$ cat src/rtl/router_pkg.sv
// Shared types and constants for the 1x3 router packet controller.
// The optional DROP_PACKET path is enabled by ROUTER_ADDR_ERR_EN in router_ctrl_fsm.
package router_pkg;

    localparam int ADDR_W      = 2;
    localparam int NUM_PORTS   = 3;
    localparam int DEF_TIMEOUT = 30;

    localparam logic [ADDR_W-1:0] ADDR_INVALID = 2'b11;

    typedef enum logic [3:0] {
        DECODE_ADDRESS     = 4'd0,
        WAIT_TILL_EMPTY    = 4'd1,
        LOAD_FIRST_DATA    = 4'd2,
        LOAD_DATA          = 4'd3,
        FIFO_FULL_STATE    = 4'd4,
        LOAD_AFTER_FULL    = 4'd5,
        LOAD_PARITY        = 4'd6,
        CHECK_PARITY_ERROR = 4'd7,
        DROP_PACKET        = 4'd8
    } router_state_t;

    // Per-port bit select that stays defined for the unused address 3.
    function automatic logic sel_port(input logic [NUM_PORTS-1:0] vec,
                                      input logic [ADDR_W-1:0]    addr);
        logic bit_sel;
        bit_sel = 1'b0;
        case (addr)
            2'd0:    bit_sel = vec[0];
            2'd1:    bit_sel = vec[1];
            2'd2:    bit_sel = vec[2];
            default: bit_sel = 1'b0;
        endcase
        return bit_sel;
    endfunction

    function automatic logic [NUM_PORTS-1:0] port_onehot(input logic [ADDR_W-1:0] addr);
        logic [NUM_PORTS-1:0] oh;
        oh = '0;
        case (addr)
            2'd0:    oh = 3'b001;
            2'd1:    oh = 3'b010;
            2'd2:    oh = 3'b100;
            default: oh = 3'b000;
        endcase
        return oh;
    endfunction

endpackage

$ cat src/rtl/router_soft_rst_timer.sv
// Per-port read timeout: pulses soft_rst for one cycle after TIMEOUT
// consecutive cycles of valid data that nobody reads.
module router_soft_rst_timer #(
    parameter int TIMEOUT = 30,
    parameter int CNT_W   = 5
) (
    input  logic clk,
    input  logic rst,
    input  logic vld,
    input  logic read_en,
    output logic soft_rst
);

    logic [CNT_W-1:0] count;
    logic             stalled;

    assign stalled = vld & ~read_en;

    always_ff @(posedge clk) begin
        if (!rst) begin
            count    <= '0;
            soft_rst <= 1'b0;
        end else begin
            soft_rst <= 1'b0;
            if (stalled) begin
                if (count == CNT_W'(TIMEOUT - 1)) begin
                    soft_rst <= 1'b1;
                    count    <= '0;
                end else begin
                    count <= count + 1'b1;
                end
            end else begin
                count <= '0;
            end
        end
    end

endmodule

$ cat src/rtl/router_ctrl_fsm.sv
// Packet-sequencing controller for the 1x3 router: header decode, FIFO load
// strobes, source back-pressure and per-port read timeouts. Define
// ROUTER_ADDR_ERR_EN to drop packets addressed to port 3 and report addr_err.
module router_ctrl_fsm
    import router_pkg::*;
#(
    parameter int TIMEOUT = DEF_TIMEOUT,
    parameter int CNT_W   = 5
) (
    input  logic                 clk,
    input  logic                 rst,
    input  logic                 pkt_valid,
    input  logic [7:0]           data_in,
    input  logic                 parity_done,
    input  logic                 low_pkt_valid,
    input  logic [NUM_PORTS-1:0] fifo_full,
    input  logic [NUM_PORTS-1:0] fifo_empty,
    input  logic [NUM_PORTS-1:0] read_en,
    output logic [NUM_PORTS-1:0] we,
    output logic                 detect_add,
    output logic                 lfd_state,
    output logic                 ld_state,
    output logic                 laf_state,
    output logic                 full_state,
    output logic                 rst_int_reg,
    output logic                 busy,
    output logic [NUM_PORTS-1:0] vld_out,
`ifdef ROUTER_ADDR_ERR_EN
    output logic                 addr_err,
`endif
    output logic [NUM_PORTS-1:0] soft_rst
);

    router_state_t     state;
    router_state_t     next_state;
    logic [ADDR_W-1:0] addr_q;
    logic [ADDR_W-1:0] hdr_addr;
    logic              hdr_ok;
    logic              write_state;
    logic              unused_payload;

    assign hdr_addr       = data_in[ADDR_W-1:0];
    assign hdr_ok         = pkt_valid && (hdr_addr != ADDR_INVALID);
    assign unused_payload = ^data_in[7:ADDR_W];
    assign vld_out        = ~fifo_empty;

    // A soft reset on the port we are filling aborts the packet from any state.
    always_comb begin
        next_state = state;
        case (state)
            DECODE_ADDRESS: begin
                if (hdr_ok) begin
                    next_state = sel_port(fifo_empty, hdr_addr) ? LOAD_FIRST_DATA
                                                                : WAIT_TILL_EMPTY;
                end
`ifdef ROUTER_ADDR_ERR_EN
                else if (pkt_valid) begin
                    next_state = DROP_PACKET;
                end
`endif
            end
            WAIT_TILL_EMPTY: begin
                if (sel_port(fifo_empty, addr_q)) next_state = LOAD_FIRST_DATA;
            end
            LOAD_FIRST_DATA: next_state = LOAD_DATA;
            LOAD_DATA: begin
                if (sel_port(fifo_full, addr_q)) next_state = FIFO_FULL_STATE;
                else if (!pkt_valid)             next_state = LOAD_PARITY;
            end
            FIFO_FULL_STATE: begin
                if (!sel_port(fifo_full, addr_q)) next_state = LOAD_AFTER_FULL;
            end
            LOAD_AFTER_FULL: begin
                if (parity_done)        next_state = DECODE_ADDRESS;
                else if (low_pkt_valid) next_state = LOAD_PARITY;
                else                    next_state = LOAD_DATA;
            end
            LOAD_PARITY: next_state = CHECK_PARITY_ERROR;
            CHECK_PARITY_ERROR: begin
                next_state = sel_port(fifo_full, addr_q) ? FIFO_FULL_STATE
                                                         : DECODE_ADDRESS;
            end
`ifdef ROUTER_ADDR_ERR_EN
            DROP_PACKET: begin
                if (!pkt_valid) next_state = DECODE_ADDRESS;
            end
`endif
            default: next_state = DECODE_ADDRESS;
        endcase

        if (state != DECODE_ADDRESS && sel_port(soft_rst, addr_q)) begin
            next_state = DECODE_ADDRESS;
        end
    end

    always_comb begin
        detect_add  = 1'b0;
        lfd_state   = 1'b0;
        ld_state    = 1'b0;
        laf_state   = 1'b0;
        full_state  = 1'b0;
        rst_int_reg = 1'b0;
        busy        = 1'b1;
        write_state = 1'b0;
        case (state)
            DECODE_ADDRESS: begin
                detect_add = 1'b1;
                busy       = 1'b0;
            end
            LOAD_FIRST_DATA: begin
                lfd_state   = 1'b1;
                write_state = 1'b1;
            end
            LOAD_DATA: begin
                ld_state    = 1'b1;
                busy        = 1'b0;
                write_state = 1'b1;
            end
            LOAD_AFTER_FULL: begin
                laf_state   = 1'b1;
                write_state = 1'b1;
            end
            FIFO_FULL_STATE:    full_state  = 1'b1;
            LOAD_PARITY:        write_state = 1'b1;
            CHECK_PARITY_ERROR: rst_int_reg = 1'b1;
`ifdef ROUTER_ADDR_ERR_EN
            DROP_PACKET:        busy        = 1'b0;
`endif
            default: ;
        endcase

        we = '0;
        if (write_state && !sel_port(fifo_full, addr_q)) begin
            we = port_onehot(addr_q);
        end
    end

    always_ff @(posedge clk) begin
        if (!rst) begin
            state  <= DECODE_ADDRESS;
            addr_q <= '0;
        end else begin
            state <= next_state;
            if (state == DECODE_ADDRESS && hdr_ok) begin
                addr_q <= hdr_addr;
            end
        end
    end

`ifdef ROUTER_ADDR_ERR_EN
    always_ff @(posedge clk) begin
        if (!rst) begin
            addr_err <= 1'b0;
        end else begin
            addr_err <= (state != DROP_PACKET) && (next_state == DROP_PACKET);
        end
    end
`endif

    for (genvar i = 0; i < NUM_PORTS; i++) begin : g_timer
        router_soft_rst_timer #(
            .TIMEOUT (TIMEOUT),
            .CNT_W   (CNT_W)
        ) u_timer (
            .clk      (clk),
            .rst      (rst),
            .vld      (vld_out[i]),
            .read_en  (read_en[i]),
            .soft_rst (soft_rst[i])
        );
    end

endmodule

$ cat config.mk
export PLATFORM = sky130hd
export DESIGN_NAME = router_ctrl_fsm
export DESIGN_NICKNAME = d
export VERILOG_FILES = /design/src/rtl/router_pkg.sv /design/src/rtl/router_soft_rst_timer.sv /design/src/rtl/router_ctrl_fsm.sv
export SDC_FILE = /design/constraint.sdc
export NUM_CORES = 1
export LEC_CHECK = 0
export BUFFER_PORTS_ARGS = -buffer_cell sky130_fd_sc_hd__buf_2
export CAP_MARGIN = 0
export CELL_PAD_IN_SITES_DETAIL_PLACEMENT = 0
export CELL_PAD_IN_SITES_GLOBAL_PLACEMENT = 1
export CORE_MARGIN = 8
export CORE_UTILIZATION = 37
export DETAILED_ROUTE_END_ITERATION = 12
export GPL_ROUTABILITY_DRIVEN = 0
export PLACE_DENSITY_LB_ADDON = 0.1
export SETUP_SLACK_MARGIN = 0.2
export SLEW_MARGIN = 20
export SYNTH_ARGS = -nofsm -noshare
export SYNTH_HDL_FRONTEND = slang
export SYNTH_SLANG_ARGS = --single-unit
$ cat constraint.sdc
create_clock -name clk -period 2.2 [get_ports clk]
set_clock_uncertainty 0.2 [all_clocks]
set_input_delay 0.44 -clock clk [delete_from_list [all_inputs] [get_ports clk]]
set_output_delay 0.44 -clock clk [all_outputs]
set_load 0.01 [all_outputs]
== After elaboration in Yosys (flattened, before gate mapping) ==
Index checks and enable logic that the tools add are counted.

* Logic and storage cells: 93
* Register bits: 24

* Bitwise logic cells: 11
* Reductions and logical operators: 19
* Mux-type cells: 33
* $add $sub $neg: 3
* Equal/unequal tests: 19

{| class="wikitable"
|+ Operators by type and width
! kind !! count
|-
| $pmux W4 S8 || 1
|-
| $mux W4 || 5
|-
| $mux W1 || 17
|-
| $eq A4 B3 Y1 const B || 4
|-
| $add A5 B1 Y5 const B || 3
|-
| $eq A5 B5 Y1 const B || 3
|-
| $mux W3 || 4
|-
| $pmux W1 S3 || 4
|-
| $pmux W3 S3 || 1
|-
| $reduce_or A3 Y1 || 3
|-
| $eq A4 B2 Y1 const B || 2
|-
| $ne A2 B2 Y1 const B || 4
|-
| $not A1 Y1 || 7
|-
| $reduce_and A2 Y1 || 3
|-
| $eq A2 B1 Y1 const B || 2
|-
| $eq A2 B2 Y1 const B || 2
|-
| $eq A4 B1 Y1 const B || 1
|-
| $logic_and A1 B1 Y1 || 4
|-
| $logic_not A2 Y1 || 2
|-
| $logic_not A4 Y1 || 1
|-
| $reduce_and A4 Y1 || 1
|-
| $reduce_bool A4 Y1 || 1
|-
| $reduce_or A2 Y1 || 2
|-
| $reduce_or A4 Y1 || 1
|-
| other kinds (5) || 7
|}

== Logic depth before layout (Yosys ltp) ==
Gate-level depths: netlist of the first run.

* Depth in word-level cells: 7
* Depth in mapped cells: 5

== Cells and area by module ==
A second synthesis of the first run with hierarchy kept.

* Cells, all modules: 144
* Area total of the unflattened synthesis: 1,238.7 um^2

{| class="wikitable"
|+ Modules (own cells, without submodules)
! module !! seq. area each (um^2) !! area an instance (um^2) !! cells each !! times used
|-
| router_soft_rst_timer || 120.1 || 230.2 || 23 || 3
|-
| router_ctrl_fsm || 100.1 || 548.0 || 75 || 1
|}

== Least setup slack after synthesis of the first run ==
OpenSTA, ideal clock, no wires.

* Path type: register to output
* From: reg state[2]
* To: out we[2]
* Path buffers: 1
* Required time: 1.560 ns
* Slack: 0.288 ns
* Cell stages (with the launch flop): 5
* Data arrival time: 1.272 ns
* Cells stage by stage: dfxtp_1 buf_2 nand2_1 xor2_1 nor4b_1

* Cells in the longest elaborated chain, start to end: 5

{| class="wikitable"
|+ Ends and longest elaborated chain
! item !! line !! RTL
|-
| from (decl) || router_ctrl_fsm.sv:34 || <nowiki>router_state_t state;</nowiki>
|-
| from (signal assigned) || router_ctrl_fsm.sv:143 || <nowiki>state <= next_state;</nowiki>
|-
| $eq A4 B3 Y1 or $eq A4 B2 Y1 (tied branches) || router_ctrl_fsm.sv:105 || <nowiki>case (state)</nowiki>
|-
| $reduce_or A4 Y1 (no line) (*) || - ||
|-
| $mux W1 (*) || router_ctrl_fsm.sv:105 ||
|-
| $logic_and A1 B1 Y1 (*) || router_ctrl_fsm.sv:133 || <nowiki>if (write_state && !sel_port(fifo_full, addr_q)) begin</nowiki>
|-
| $mux W3 (*) || router_ctrl_fsm.sv:133 ||
|-
| to (decl) || router_ctrl_fsm.sv:19 || <nowiki>output logic [NUM_PORTS-1:0] we,</nowiki>
|}

Every way passes the cells marked *; elsewhere a longest branch is shown, timed or not.

== Worst setup path after layout of the first run ==
* From: reg state[0]
* To: out we[2]

The elaborated chain is that of the path after synthesis.

==> results of run 1 <==
-- cell families (layout without fill, tap and decap cells) --
logic type      after synthesis  count (layout)  synth area share [%]
buf+inv                      20              51                  8.61
mux                           4               4                  3.62
flops                        23              23                  36.0
xor+xnor                     10              10                  6.85
compound gates               17              17                  12.5
fa+ha+maj                     6               6                  5.87
simple gates                 62              62                  26.5
-- metrics by stage --
stage                     utilization, %  power [mW]  instance area [µm²]  setup slack, ns
after floorplan                        -       0.581                 1280            0.288
after CTS                           44.5       0.845                 1490            0.161
final                               45.7       0.844                 1530            0.216
after global routing                45.7       0.886                 1530            0.140
after global placement              43.1       0.636                 1440            0.402
after detailed placement            43.1       0.639                 1440            0.391
-- layout make-up --
type | count | area, µm²
Timing Repair Buffer | 38 | 208
Tap cell | 46 | 57.6
Sequential cell | 23 | 470
Clock buffer | 4 | 26.3
Fill cell | 351 | 1810
Multi-Input combinational cell | 99 | 729
Inverter | 9 | 33.8
-- flip-flops by register name, indices dropped and copies added, names as in the netlist --
| name | flops |
|---|---|
| addr_q | 2 |
| state | 3 |
| g_timer.u_timer.soft_rst | 3 |
| g_timer.u_timer.count | 15 |
-- worst max-delay path by stage --
stage          startpoint  endpoint  slack (ns)  cells after the start
6_report         state[0]     we[2]        0.22                      4
5_1_grt          state[0]     we[2]        0.14                      4
4_1_cts          state[0]     we[2]        0.16                      4
3_5_place_dp     state[0]  state[1]        0.39                      5
3_3_place_gp     state[0]  state[1]        0.40                      5
2_1_floorplan    state[2]     we[2]        0.29                      4
-- metal layers --
layer  vias up  GRT usage, %  routed length [µm]
met5         -             0                   0
met4         0          4.57                  19
met3         2          2.66                 206
met2        20          17.7                1370
met1       498          10.7                1170
li1        555             -                   -
-- report_power, final --
part | switching, mW | internal (mW)
sequential | 0.0191 | 0.429
combinational | 0.104 | 0.0959
clock | 0.125 | 0.0707
-- critical path, cell delays in order (launching register included) --
cell and delay, ns:
dfxtp_4 0.39, nand2_2 0.07, xor2_2 0.16, nor4b_2 0.24
buf_2 0.17
-- cells in the final DEF (no fill, tap or decap), drive strengths merged --
cell / count
o2bb2ai: 1
xor2: 7
and3: 2
dfxtp: 23
buf: 38
or3b: 1
and3b: 2
mux2: 2
o21ai: 3
nor4b: 3
nand3: 8
a2111oi: 1
clkbuf: 4
a221o: 2
o221a: 1
xnor2: 3
nor3b: 3
nor2: 22
a22oi: 1
nor4bb: 1
a22o: 1
nor3: 2
mux2i: 2
nor2b: 3
a21oi: 2
a211oi: 1
o211ai: 2
inv: 9
ha: 6
o21a: 1
a221oi: 1
nand2: 7
nor4: 3
nand4: 4
or2: 1
-- repair_timing --
item,CTS,global route
gates resized for setup,4,6
setup endpoints to repair,6,6
buffers inserted,2,2
endpoints found under the hold margin,0,0
pin swaps,1,1
==> metrics.md, run 1 <==
| Metric | Value |
|---|---|
| Initial DRC Count | 44 |
| Vias | 1075 |
| Primary FF master, synth | dfxtp_1 |
| Post-layout min period | 1.98 ns |
| Initial antenna violation count | 0 |
| Seq/Total Area, Yosys | 36.0% |
| Leakage power | 0.650 nW |
| Hold EP | g_timer[2].u_timer.soft_rst |
| Post-Syn Area | 1280 µm² |
| Maxcap violations | 0 |
| DRC | 0 |
| WL/cell | 12.6 µm |
| Asr flop ratio synth | 0% |
| Fmax | 504 MHz |
| Antenna-violating nets left | 0 |
| N_diodes | 0 |
| Cell Count, Final, Fillers Out | 219 |
| Synth Net Count | 170 |
| Number of buffers created by CTS | 3 |
| Cells after DPL | 211 |
| Fraction of layout cells with a size suffix above 1 | 33.5% |
| Crit-path max FO | 5 |
| Synth top area cells | dfxtp_1 36%, nor2_1 6.5%, ha_1 5.9%, xor2_1 4.8%, buf_4 3.5% |
| I/O pins | 38 |
| Worst min path class | in -> reg |
| Final period utilization | 90.2% |
| Num rows | 21 |
| Worst-Margin Slew | 0.360 ns |
| DRT Pass-1 Iters | 4 |
| Die width | 74.8 µm |
| Area Growth Syn to Fin | 19.3% |
| Avg Inst Size Synth | 9.01 µm² |
| Pins over their slew limit | 0 |
| Die Area | 5590 µm² |
| Critical Path RT | 1.56 ns |
| Slew HR | 75.3% |
| Setup CP Type | reg -> out |
| Slack of the worst reg-to-reg path | 0.45 ns |
| Port Buffers | 31 |
| Clock slew at reported path FFs | 0.13 ns |
| CTS root buf | clkbuf_4 |
| Hold WS | 0.0983 ns |
| Hold Path Cell Cnt | 2 |
| Fin Setup TNS | 0 ns |
| Endpoints failing setup | 0 |
| Post-DP HPWL | 2.24 mm |
| Yosys cell types | 42 |
| RR Endpoint | state[1] |
| Worst setup EP type | output port |
| RSZ-0062 raised after global routing | true |
| Final Hold Fails | 0 |
| Total track usage | 9.98% |
| Outcome | finished, final reports clean |
| Hold-fix buffers at CTS | 0 |
| Clock latency on the worst-skew pair | 0.31 ns |
| Mapped Cells | 142 |
| FF+latch count, synth | 23 |
| Startpoint type of the worst setup path | register |
| FF-to-FF Start | addr_q[1] |
| Yosys top cell by area | dfxtp_1 |
| R2R depth | 4 |
| Largest net degree at the start of global routing | 13 |
| Core Region | 3340 µm² |
| Global-route wire length before repair | 4.33 mm |
| Clock Tree Buf Depth | 2 |
| Min-delay src | read_en[2] |
| Synth top area share | 36.0% |
| Grt ovf | 0 |
| TritonCTS clock tree | done |
| Via-to-Cell Ratio | 4.91 |
| # nets final | 202 |
| Commonest cells in the netlist | 23 x dfxtp_1, 22 x nor2_1, 9 x inv_1, 8 x nand3_1 |
| Most frequent cell after synthesis | dfxtp_1 |
| Initial Utilization | 38.3% |
| Num Clock Sinks | 23 |
| DRT Wirelength | 2.77 mm |
| Warnings from Yosys | 0 |
| Power per cell area | 553 nW/µm² |
| Max VDD drop | 270 µV |
| Number of H-tree levels | 1 |
| EDFF count, synth | 0 |
| Die height | 74.8 µm |
| Crit path DAT | 1.34 ns |
| Vias in the first global route | 1006 |
Power figures use the tool's default switching activity.
==> inputs of run 2 (changes only) <==
==> constraint.sdc (replaced) <==
create_clock -name clk -period 2.07 [get_ports clk]
set_clock_uncertainty 0.2 [all_clocks]
set_input_delay 0.414 -clock clk [delete_from_list [all_inputs] [get_ports clk]]
set_output_delay 0.414 -clock clk [all_outputs]
set_load 0.01 [all_outputs]
==> metrics.md, run 2 (synthesized netlist as in run 1, its figures left out) <==
| Metric | Value |
|---|---|
| Outcome | finished, final reports clean |
| Max VDD drop | 384 µV |
| Fraction of layout cells with a size suffix above 1 | 37.3% |
| Global-route wire length before repair | 4.57 mm |
| Clock slew at reported path FFs | 0.12 ns |
| Initial Utilization | 38.3% |
| Area Growth Syn to Fin | 25.7% |
| Fillers | 347 |
| Total track usage | 10.6% |
| Number of buffers created by CTS | 3 |
| Worst min path class | in -> reg |
| Pins over their slew limit | 0 |
| Worst stage delay on the critical path | 0.39 ns |
| Worst setup EP type | output port |
| CTS root buf | clkbuf_4 |
| Slowest CP cell | dfxtp_4 |
| Post-DP HPWL | 2.28 mm |
| Area taken by multi-input logic gates | 772 µm² |
| DRT Pass-1 Iters | 4 |
| Critical Path RT | 1.46 ns |
| Endpoints failing setup | 0 |
| Die Area | 5590 µm² |
| Antenna-violating nets left | 0 |
| I/O pins | 38 |
| Cell Count, Final, Fillers Out | 223 |
| Core Region | 3340 µm² |
| Maxcap violations | 0 |
| Num Clock Sinks | 23 |
| Via-to-Cell Ratio | 4.90 |
| Commonest non-fill, non-tap cells in the layout | 30 x buf_2, 22 x nor2_1, 18 x dfxtp_1, 11 x buf_4, 9 x inv_1 |
| DRC | 0 |
| DRT Wirelength | 2.93 mm |
| Startpoint type of the worst setup path | register |
| Power per cell area | 570 nW/µm² |
| Final period utilization | 93.0% |
| Vias | 1092 |
| Fmax | 519 MHz |
| Vias in the first global route | 1061 |
| Crit-path max FO | 3 |
| Port Buffers | 31 |
| Final Hold Fails | 0 |
| N_diodes | 0 |
| Grt ovf | 0 |
| RSZ-0062 raised after global routing | true |
| Worst-Margin Slew | 0.377 ns |
| Post-layout min period | 1.93 ns |
| FF/Latch Area | 474 µm² |
| Biggest regs | g_timer.u_timer.count: 15 flops, g_timer.u_timer.soft_rst: 3 flops, state: 3 flops |
| Slew HR | 74.2% |
| Die width | 74.8 µm |
| WL/cell | 13.1 µm |
| Die height | 74.8 µm |
| Clock Tree Buf Depth | 2 |
| Clock latency on the worst-skew pair | 0.31 ns |
| Cells along the critical path | nand2_4 > xor2_4 > nor4_1 > buf_2 |
| Setup CP Type | reg -> out |
| Initial DRC Count | 52 |
| Num rows | 21 |
| Number of H-tree levels | 1 |
| Crit path DAT | 1.31 ns |
| Max reg flops | 15 |
| # nets final | 206 |
| Fin Setup TNS | 0 ns |
| Commonest non-fill, non-tap cell in the layout | buf_2 |
| Core Util, Final | 48.2% |
| Hold-fix buffers at CTS | 0 |
| Initial antenna violation count | 0 |
| Reg with most FFs | g_timer.u_timer.count |
| Largest net degree at the start of global routing | 13 |
| TritonCTS clock tree | done |
| Leakage power | 0.690 nW |
| Cells after DPL | 211 |
## run 2: stage by stage
stage / hold slack, ns / setup WS, ns / total power, mW / instance area (µm²)
2_1_floorplan: 0.233 / 0.263 / 0.619 / 1280
3_3_place_gp: 0.248 / 0.349 / 0.678 / 1440
3_5_place_dp: 0.255 / 0.312 / 0.682 / 1440
4_1_cts: 0.0667 / 0.0872 / 0.921 / 1570
5_1_grt: 0.0621 / 0.0648 / 0.967 / 1610
6_report: 0.0779 / 0.145 / 0.917 / 1610
## run 2: worst max-delay path, delay by kind of cell (launching register included)
family        cells  cell delay [ns]
flops             1             0.39
xor+xnor          1             0.16
buf+inv           1             0.17
simple gates      2             0.28
## run 2: final cells by class
type / count / area share (%)
inverters: 9 / 2.10
flip-flops and latches: 23 / 29.5
multi-input cells: 99 / 48.0
repair buffers: 42 / 15.2
well taps: 46 / 3.58
clock buffers: 4 / 1.63
## run 2: path summary, 6_finish.rpt
check	from	end	slack [ns]	depth (start not counted)
max reg2reg	state[2]	state[0]	0.35	5
max	state[0]	we[1]	0.14	4
min reg2reg	g_timer[0].u_timer.count[0]	g_timer[0].u_timer.count[0]	0.28	1
min	read_en[2]	g_timer[2].u_timer.soft_rst	0.08	2
## run 2: where the power goes
| group | switching [mW] | internal [mW] | leakage, nW |
|---|---|---|---|
| combinational | 0.120 | 0.110 | 0.485 |
| clock | 0.132 | 0.0753 | 0.0150 |
| sequential | 0.0219 | 0.457 | 0.189 |
| total | 0.274 | 0.642 | 0.690 |
## run 2: repair_timing
item,in CTS,in global routing
setup endpoints to repair,9,10
resized for setup,13,6
pin swaps,5,2
buffers inserted,7,1
## run 2: per-layer routing
metal / GRT usage, % / up-vias / wire [µm] / part of all wire, %
met1: 11.7 / 507 / 1260 / 43
met5: 0 / - / 0 / 0
li1: - / 557 / - / -
met4: 4.57 / 0 / 37 / 1.3
met3: 2.80 / 4 / 212 / 7.2
met2: 18.4 / 24 / 1420 / 48
